## src/rtl/conv_pkg.sv

```systemverilog
`default_nettype none
// ============================================================================
// conv_pkg : FSM states and output-geometry helpers for conv_sequencer.
// Build option: CONV_SEQ_STRIDE2_EN selects stride-2 output geometry.
// Revision : 1.0
// ============================================================================
package conv_pkg;

  typedef enum logic [1:0] {
    IDLE  = 2'd0,
    READ  = 2'd1,
    DRAIN = 2'd2,
    EMIT  = 2'd3
  } conv_state_e;

`ifdef CONV_SEQ_STRIDE2_EN
  localparam int CONV_STRIDE = 2;
`else
  localparam int CONV_STRIDE = 1;
`endif

  function automatic int conv_taps(input int k);
    return k * k;
  endfunction

  function automatic int conv_out_dim(input int in_dim, input int k);
    return (in_dim - k) / CONV_STRIDE + 1;
  endfunction

endpackage
`default_nettype wire

```

## src/rtl/conv_pos_counter.sv

```systemverilog
`default_nettype none
// ============================================================================
// conv_pos_counter : two-level inner/outer wrap counter with last flag.
// Revision : 1.0
// ============================================================================
module conv_pos_counter
  import conv_pkg::*;
#(
  parameter int INNER_N = 3,
  parameter int OUTER_N = 3,
  parameter int W       = 7
) (
  input  logic         clk,
  input  logic         rst,
  input  logic         en,
  output logic [W-1:0] inner,
  output logic [W-1:0] outer,
  output logic [W-1:0] inner_nxt,
  output logic [W-1:0] outer_nxt,
  output logic         last
);

  logic [W-1:0] inner_q, inner_d;
  logic [W-1:0] outer_q, outer_d;
  logic         inner_wrap;
  logic         outer_wrap;

  always_comb begin
    inner_wrap = (inner_q == W'(INNER_N - 1));
    outer_wrap = (outer_q == W'(OUTER_N - 1));
    inner_d    = inner_q;
    outer_d    = outer_q;
    if (en) begin
      if (inner_wrap) begin
        inner_d = '0;
        outer_d = outer_wrap ? '0 : outer_q + W'(1);
      end else begin
        inner_d = inner_q + W'(1);
      end
    end
  end

  always_ff @(posedge clk) begin
    if (rst) begin
      inner_q <= '0;
      outer_q <= '0;
    end else begin
      inner_q <= inner_d;
      outer_q <= outer_d;
    end
  end

  // The _nxt outputs let a caller register addresses for the value being stepped into.
  assign inner     = inner_q;
  assign outer     = outer_q;
  assign inner_nxt = inner_d;
  assign outer_nxt = outer_d;
  assign last      = inner_wrap && outer_wrap;

endmodule
`default_nettype wire

```

## src/rtl/conv_sequencer.sv

```systemverilog
`default_nettype none
// ============================================================================
// conv_sequencer : address/strobe sequencer for one convolution layer.
// Build option: CONV_SEQ_STRIDE2_EN selects stride-2 output geometry.
// Revision : 1.0
// ============================================================================
module conv_sequencer
  import conv_pkg::*;
#(
  parameter int IN_W    = 10,
  parameter int IN_H    = 10,
  parameter int K       = 3,
  parameter int MEM_LAT = 1,
  parameter int AW      = 7
) (
  input  logic          clk,
  input  logic          rst,
  input  logic          start,
  output logic          busy,
  output logic          done,
  output logic          rd_en,
  output logic [AW-1:0] fm_row,
  output logic [AW-1:0] fm_col,
  output logic [3:0]    w_idx,
  output logic          mac_en,
  output logic          mac_clr,
  output logic          out_valid,
  input  logic          out_ready,
  output logic [AW-1:0] out_i,
  output logic [AW-1:0] out_j
);

  localparam int TAPS  = conv_taps(K);
  localparam int OUT_W = conv_out_dim(IN_W, K);
  localparam int OUT_H = conv_out_dim(IN_H, K);
  localparam int DW    = (MEM_LAT > 1) ? $clog2(MEM_LAT) : 1;

  conv_state_e        state_q, state_d;
  logic               busy_q, busy_d;
  logic               done_q, done_d;
  logic               rd_en_q, rd_en_d;
  logic               last_tap_q, last_tap_d;
  logic               out_valid_q, out_valid_d;
  logic [AW-1:0]      fm_row_q, fm_row_d;
  logic [AW-1:0]      fm_col_q, fm_col_d;
  logic [3:0]         w_idx_q, w_idx_d;
  logic [DW-1:0]      drain_cnt_q, drain_cnt_d;
  logic [MEM_LAT-1:0] en_pipe_q, en_pipe_d;
  logic [MEM_LAT-1:0] clr_pipe_q, clr_pipe_d;

  logic               issue;
  logic               pos_en;
  logic [AW-1:0]      tap_c, tap_r, tap_c_nxt_unused, tap_r_nxt_unused;
  logic [AW-1:0]      pos_i, pos_j, pos_i_nxt, pos_j_nxt;
  logic               tap_last, pos_last;

  conv_pos_counter #(
    .INNER_N (K),
    .OUTER_N (K),
    .W       (AW)
  ) u_tap_cnt (
    .clk       (clk),
    .rst       (rst),
    .en        (issue),
    .inner     (tap_c),
    .outer     (tap_r),
    .inner_nxt (tap_c_nxt_unused),
    .outer_nxt (tap_r_nxt_unused),
    .last      (tap_last)
  );

  conv_pos_counter #(
    .INNER_N (OUT_W),
    .OUTER_N (OUT_H),
    .W       (AW)
  ) u_pos_cnt (
    .clk       (clk),
    .rst       (rst),
    .en        (pos_en),
    .inner     (pos_i),
    .outer     (pos_j),
    .inner_nxt (pos_i_nxt),
    .outer_nxt (pos_j_nxt),
    .last      (pos_last)
  );

  always_comb begin
    state_d     = state_q;
    out_valid_d = out_valid_q;
    done_d      = 1'b0;
    drain_cnt_d = drain_cnt_q;
    issue       = 1'b0;
    pos_en      = 1'b0;
    case (state_q)
      IDLE: begin
        if (start && !done_q) begin
          state_d = READ;
          issue   = 1'b1;
        end
      end
      READ: begin
        if (last_tap_q) begin
          state_d     = DRAIN;
          drain_cnt_d = '0;
        end else begin
          issue = 1'b1;
        end
      end
      DRAIN: begin
        if (drain_cnt_q == DW'(MEM_LAT - 1)) begin
          state_d     = EMIT;
          out_valid_d = 1'b1;
        end else begin
          drain_cnt_d = drain_cnt_q + DW'(1);
        end
      end
      EMIT: begin
        if (out_valid_q && out_ready) begin
          out_valid_d = 1'b0;
          pos_en      = 1'b1;
          if (pos_last) begin
            state_d = IDLE;
            done_d  = 1'b1;
          end else begin
            state_d = READ;
            issue   = 1'b1;
          end
        end
      end
      default: state_d = IDLE;
    endcase
    busy_d = (state_d != IDLE);
  end

  // A tap issued on the handshake edge belongs to the position being stepped into.
  always_comb begin
    rd_en_d    = issue;
    last_tap_d = issue && tap_last;
    fm_row_d   = fm_row_q;
    fm_col_d   = fm_col_q;
    w_idx_d    = w_idx_q;
    if (issue) begin
      fm_row_d = AW'(pos_j_nxt * CONV_STRIDE) + tap_r;
      fm_col_d = AW'(pos_i_nxt * CONV_STRIDE) + tap_c;
      w_idx_d  = 4'(int'(tap_r) * K + int'(tap_c));
    end
  end

  generate
    if (MEM_LAT == 1) begin : g_pipe_single
      always_comb begin
        en_pipe_d  = rd_en_q;
        clr_pipe_d = rd_en_q && (w_idx_q == 4'd0);
      end
    end else begin : g_pipe_multi
      always_comb begin
        en_pipe_d  = {en_pipe_q[MEM_LAT-2:0], rd_en_q};
        clr_pipe_d = {clr_pipe_q[MEM_LAT-2:0], rd_en_q && (w_idx_q == 4'd0)};
      end
    end
  endgenerate

  always_ff @(posedge clk) begin
    if (rst) begin
      state_q     <= IDLE;
      busy_q      <= 1'b0;
      done_q      <= 1'b0;
      rd_en_q     <= 1'b0;
      last_tap_q  <= 1'b0;
      out_valid_q <= 1'b0;
      fm_row_q    <= '0;
      fm_col_q    <= '0;
      w_idx_q     <= '0;
      drain_cnt_q <= '0;
      en_pipe_q   <= '0;
      clr_pipe_q  <= '0;
    end else begin
      state_q     <= state_d;
      busy_q      <= busy_d;
      done_q      <= done_d;
      rd_en_q     <= rd_en_d;
      last_tap_q  <= last_tap_d;
      out_valid_q <= out_valid_d;
      fm_row_q    <= fm_row_d;
      fm_col_q    <= fm_col_d;
      w_idx_q     <= w_idx_d;
      drain_cnt_q <= drain_cnt_d;
      en_pipe_q   <= en_pipe_d;
      clr_pipe_q  <= clr_pipe_d;
    end
  end

  assign busy      = busy_q;
  assign done      = done_q;
  assign rd_en     = rd_en_q;
  assign fm_row    = fm_row_q;
  assign fm_col    = fm_col_q;
  assign w_idx     = w_idx_q;
  assign mac_en    = en_pipe_q[MEM_LAT-1];
  assign mac_clr   = clr_pipe_q[MEM_LAT-1];
  assign out_valid = out_valid_q;
  assign out_i     = pos_i;
  assign out_j     = pos_j;

endmodule
`default_nettype wire

```

## config.mk

```make
export PLATFORM = sky130hd
export DESIGN_NAME = conv_sequencer
export DESIGN_NICKNAME = d
export VERILOG_FILES = /design/src/rtl/conv_pkg.sv /design/src/rtl/conv_pos_counter.sv /design/src/rtl/conv_sequencer.sv
export SDC_FILE = /design/constraint.sdc
export NUM_CORES = 1
export LEC_CHECK = 0
export CORE_MARGIN = 5
export CORE_UTILIZATION = 50
export DETAILED_ROUTE_END_ITERATION = 10
export PLACE_DENSITY_LB_ADDON = 0.25
export SYNTH_ARGS = -nofsm -noshare
export SYNTH_HDL_FRONTEND = slang
export SYNTH_HIERARCHICAL = 1
export SYNTH_SLANG_ARGS = --single-unit
```

## constraint.sdc

```tcl
create_clock -name clk -period 3.5 [get_ports clk]
set_input_delay 0.7 -clock clk [delete_from_list [all_inputs] [get_ports clk]]
set_output_delay 0.7 -clock clk [all_outputs]
set_load 0.01 [all_outputs]
```

# --- After elaboration in Yosys (flattened, before gate mapping) ---
# Cells that the tools add are included.
# Widths: inputs -> output; s select.
totals:
  register_bits: 56
  latchBits: 0
  mem_bits_rw: 0
  romBits: 0
  output_inout_bits: 38
  n_memories: 0
classes:
  addsub: 8
  multipliers: 1
  div_mod_pow: 0
  order_cmp: 0
  n_eq_ne: 10
  shifts: 0
  mux: 27
  bitwise_logic: 2
  reduce_logical: 16
op_table:
  columns: ["cell", "count"]
  rows:
  - ["$mux 7", 7]
  - ["$add 7x1->7 const B", 4]
  - ["$add 7x7->7", 2]
  - ["$eq 7x2->1 const B", 2]
  - ["$eq 7x3->1 const B", 2]
  - ["$mux 1", 12]
  - ["$mux 2", 4]
  - ["$pmux 2 s4", 1]
  - ["$mul 7x2->4 const B", 1]
  - ["$logic_and 1x1->1", 6]
  - ["$ne 2x2->1 const B", 3]
  - ["$reduce_bool 2->1", 3]
  - ["$add 4x4->4", 1]
  - ["$eq 2x2->1 const B", 2]
  - ["$logic_not 4->1", 1]
  - ["$pmux 1 s2", 2]
  - ["$reduce_and 2->1", 2]
  - ["$pmux 1 s3", 1]
  - ["$reduce_and 3->1", 1]
  - ["$reduce_or 3->1", 1]
  - ["$eq 2x1->1 const B", 1]
  - ["$logic_not 2->1", 1]
  - ["$not 1->1", 2]
  - ["$add 1x1->1 const B", 1]
  - ["$logic_not 1->1", 1]

# --- Depth between registers and ports, before layout ---
depth:
  ltp_word: 6
  mapped_depth: 13
  ltp_nobuf: 12

# --- Hierarchy ---
# The synthesis kept the hierarchy.
by_module_without_submodules:
  columns: ["module", "instances", "cells_per_inst", "area_per_inst_um2", "seq_area_each_um2"]
  rows:
  - ["conv_sequencer", 1, 174, 1582.8, 540.5]
  - ["conv_pos_counter at u_tap_cnt", 1, 104, 864.6, 280.3]
  - ["conv_pos_counter at u_pos_cnt", 1, 80, 734.5, 280.3]

# --- Worst setup path after synthesis ---
# OpenSTA, ideal clock, no wires.
synth_timing:
  path_kind: "in2reg"
  start: "input port out_ready"
  end: "register fm_row_q[6], in the netlist fm_row[6]"
  setup_time_ps: 136
  t_arrival_ps: 2879
  path_slack_ps: 486
  cell_stages: 13
  path_buffers: 1
  path_cell_list: "and4_1 buf_4 and4bb_4 and2_1 nand3b_1 nand2_1 ha_1 inv_1 fa_1 nor2b_1 o31ai_1 a2111oi_0 a211oi_1"
synth_between:
  elab_chain_cells: 5
  elab_cells_between_ends: 7
  classes_between: "1 x add/sub; 5 x mux; 1 x reduce/logical"
synth_lines:
  columns: ["element", "line_no", "source"]
  rows:
  - ["from (decl)", "conv_sequencer.sv:28", "input logic out_ready,"]
  - ["$logic_and 1x1->1", "conv_sequencer.sv:118", "if (out_valid_q && out_ready) begin"]
  - ["$mux 1", "conv_sequencer.sv:118", null]
  - ["$mux 1", "conv_sequencer.sv:94", "case (state_q)"]
  - ["net pos_en", "conv_sequencer.sv:52", "logic pos_en;"]
  - ["$mux 7", "conv_pos_counter.sv:33", "if (en) begin"]
  - ["net pos_j_nxt[0]", "conv_sequencer.sv:54", "logic [AW-1:0] pos_i, pos_j, pos_i_nxt, pos_j_nxt;"]
  - ["$add 7x7->7", "conv_sequencer.sv:143", "fm_row_d = AW'(pos_j_nxt * CONV_STRIDE) + tap_r;"]
  - ["to (signal assigned)", "conv_sequencer.sv:184", "fm_row_q <= fm_row_d;"]
  - ["to (decl)", "conv_sequencer.sv:44", "logic [AW-1:0] fm_row_q, fm_row_d;"]
# The timed path passes the listed nets, and every way through them passes these cells.
# A chain may end at the register's enable or synchronous reset.

# --- Final worst setup path ---
layout_timing:
  start: "input port out_ready"
  end: "register fm_row_q[6], in the netlist fm_row[6]"
layout_between:
  elab_chain_cells: 5
  elab_cells_between_ends: 7
  classes_between: "1 x add/sub; 5 x mux; 1 x reduce/logical"
layout_lines:
  columns: ["element", "line_no"]
  rows:
  - ["$logic_and 1x1->1", "conv_sequencer.sv:118"]
  - ["$mux 1", "conv_sequencer.sv:118"]
  - ["$mux 1", "conv_sequencer.sv:94"]
  - ["$mux 7", "conv_pos_counter.sv:33"]
  - ["net pos_j_nxt[0]", "conv_sequencer.sv:54"]
  - ["$add 7x7->7", "conv_sequencer.sv:143"]
# The timed path passes the listed nets, and every way through them passes these cells.

==> metrics <==
status complete, no violations; TritonCTS Buffers 5; number of cells on the worst reg-to-reg path 11; Mapped Avg Cell Area just over 9 µm²; layout cells sized above 1 between 8 and 9%; pwr dens 332 nW/µm²; DP Wirelength approximately 5.2 mm; Die Wd slightly below 90 µm; Max FO, Critical Path 3; critical path depth 13; Peak supply drop 0.000232 V; largest net degree at the start of global routing 33; Max-Cap Viols 0; Setup CP Type primary input to flop; CTS H-tree lvls 2; clk buf depth 2; final hold slack 0.452 ns; initial antenna violation count 0; worst hold path class flop to flop; post-route ant nets 0; antenna cell count 0; TNS Setup 0 ns; Core Area 5990 µm²; hold buffer count at cts 0; CP max stage cell clkdlybuf4s50_1; Initial Utilization between 50% and 60%; Final setup viols 0; family with the most delay on the worst path simple AND/OR/NAND/NOR gates; depth of the worst hold-timing path 2; dpl ws roughly 0.010 ns; Hold Vio Cnt, Final 0; first-pass GRT wire length between 10 and 15 mm; Pins Over Slew Limit 0; Leak approximately 0.0015 µW; Crit path buffers/inverters 2; synthesized instance count 344; Rows 28; detailed-route DRC error count 0; gpl congestion between 0.8 and 0.9; Fmax approximately 320 MHz; CP arrival approximately 3.4 ns; CTS sink cnt 55; WL per Instance 15.1 µm; Boundary Pins 42; port bufs 41; Die Height ~89 µm; worst path required time approximately 3.7 ns; relative slew slack a little over a third; Vias/cell 5.71; YS warnings 6; RSZ-0062 raised after global routing false; Clock Skews ~0.015 ns; CTS tree yes; Design Power around 1200 µW; die area approximately 8000 µm²; Total GRT Usage a little under a fifth; Area growth syn-to-layout 19.8%; syn_nets roughly 370; DR pass1 iterations 4; nets@finish 417; slew of the pin with the lowest slew margin roughly 0.96 ns; WL final between 6 and 7 mm; post-CTS setup buffers 0; vias in the first global route 2,482; Critical Path, Cell by Cell clkdlybuf4s50_1 -> and4_1 -> and4bb_4 -> and2_1 -> nand3b_1 -> nand2_1 -> ha_1 -> inv_1 -> fa_1 -> nor2b_1 -> o31ai_1 -> a2111oi_0 -> a211oi_1; CTS-repair resized insts 0; Clock Latency Late Sink about 0.33 ns; CP peak stage delay between 0.4 and 0.5 ns; Via Count around 2,600; mapped cell area approximately 3100 µm²; clk root buf clkbuf_8; GRT Residual Overflow 0; fin worst setup slack between 0.3 and 0.4 ns; startpoint types primary input; crit end category flop; 1st-iter DRT viols between 100 and 150; shortest period the worst path allows roughly 3.2 ns; final period utilization roughly 90%; Worst-path clk slew 0.10 ns
-- tightest hold or removal path: stages, from the launching register on --
cell,delay [ns]
dfxtp_1,0.32
nand2_1,0.05
a21oi_1,0.05
-- power breakdown --
part | total (µW) | switching [µW] | internal (µW)
clock | 443 | 227 | 216
combinational | 132 | 71.6 | 60.7
sequential | 663 | 18.5 | 644
-- registers in the layout (all words and copies together) (netlist names) --
name             cells
rd_en                1
w_idx                4
u_tap_cnt/outer      7
u_pos_cnt/inner      7
last_tap_q           1
u_tap_cnt/inner      7
fm_col               7
out_valid            1
busy                 1
mac_en               1
mac_clr              1
u_pos_cnt/outer      7
done                 1
fm_row               7
state_q              2
-- final timing paths --
check	start	endpoint	slack [ns]
worst min-delay path	fm_col[1]$_SDFFE_PP0P_	fm_col[1]$_SDFFE_PP0P_	0.45
worst max-delay path	out_ready	fm_row[6]$_SDFFE_PP0P_	0.34
worst max register to register	u_pos_cnt/inner[0]$_SDFF_PP0_	fm_col[6]$_SDFFE_PP0P_	0.52
worst min register to register	fm_col[1]$_SDFFE_PP0P_	fm_col[1]$_SDFFE_PP0P_	0.45
-- cells in the final DEF, fill, tap and decap left out, types with 9 or more instances in the layout --
cell type / count
a211oi_1: 11
a21oi_1: 26
buf_4: 9
clkdlybuf4s50_1: 41
dfxtp_1: 55
ha_1: 20
inv_1: 16
nand2_1: 31
nand3_1: 13
nor2_1: 20
nor2b_1: 14
xnor2_1: 16
-- metrics by stage --
step	cells	util (%)	instance area, µm²
6_report	464	62.3	3730
2_1_floorplan	344	-	3110
3_5_place_dp	456	60.3	3610
3_3_place_gp	456	60.3	3610
5_1_grt	464	62.3	3730
4_1_cts	464	62.3	3730
-- layout make-up --
cell class              count  area (µm²)
fillers                   519        2260
multi-input cells         260        1880
flip-flops and latches     55        1100
repair buffers             50         478
well taps                  75        93.8
clock buffers               5        68.8
inverters                  16        60.1
clock inverters             3        46.3
-- metal layers --
metal / GRT usage [%] / vias up / part of all wire, %
met1: 24.9 / 1269 / 47
li1: - / 1328 / -
met5: 0 / - / 0
met4: 7.14 / 0 / 2.2
met2: 30.5 / 42 / 47
met3: 4.42 / 10 / 4.0
Power figures use the tool's default switching activity.
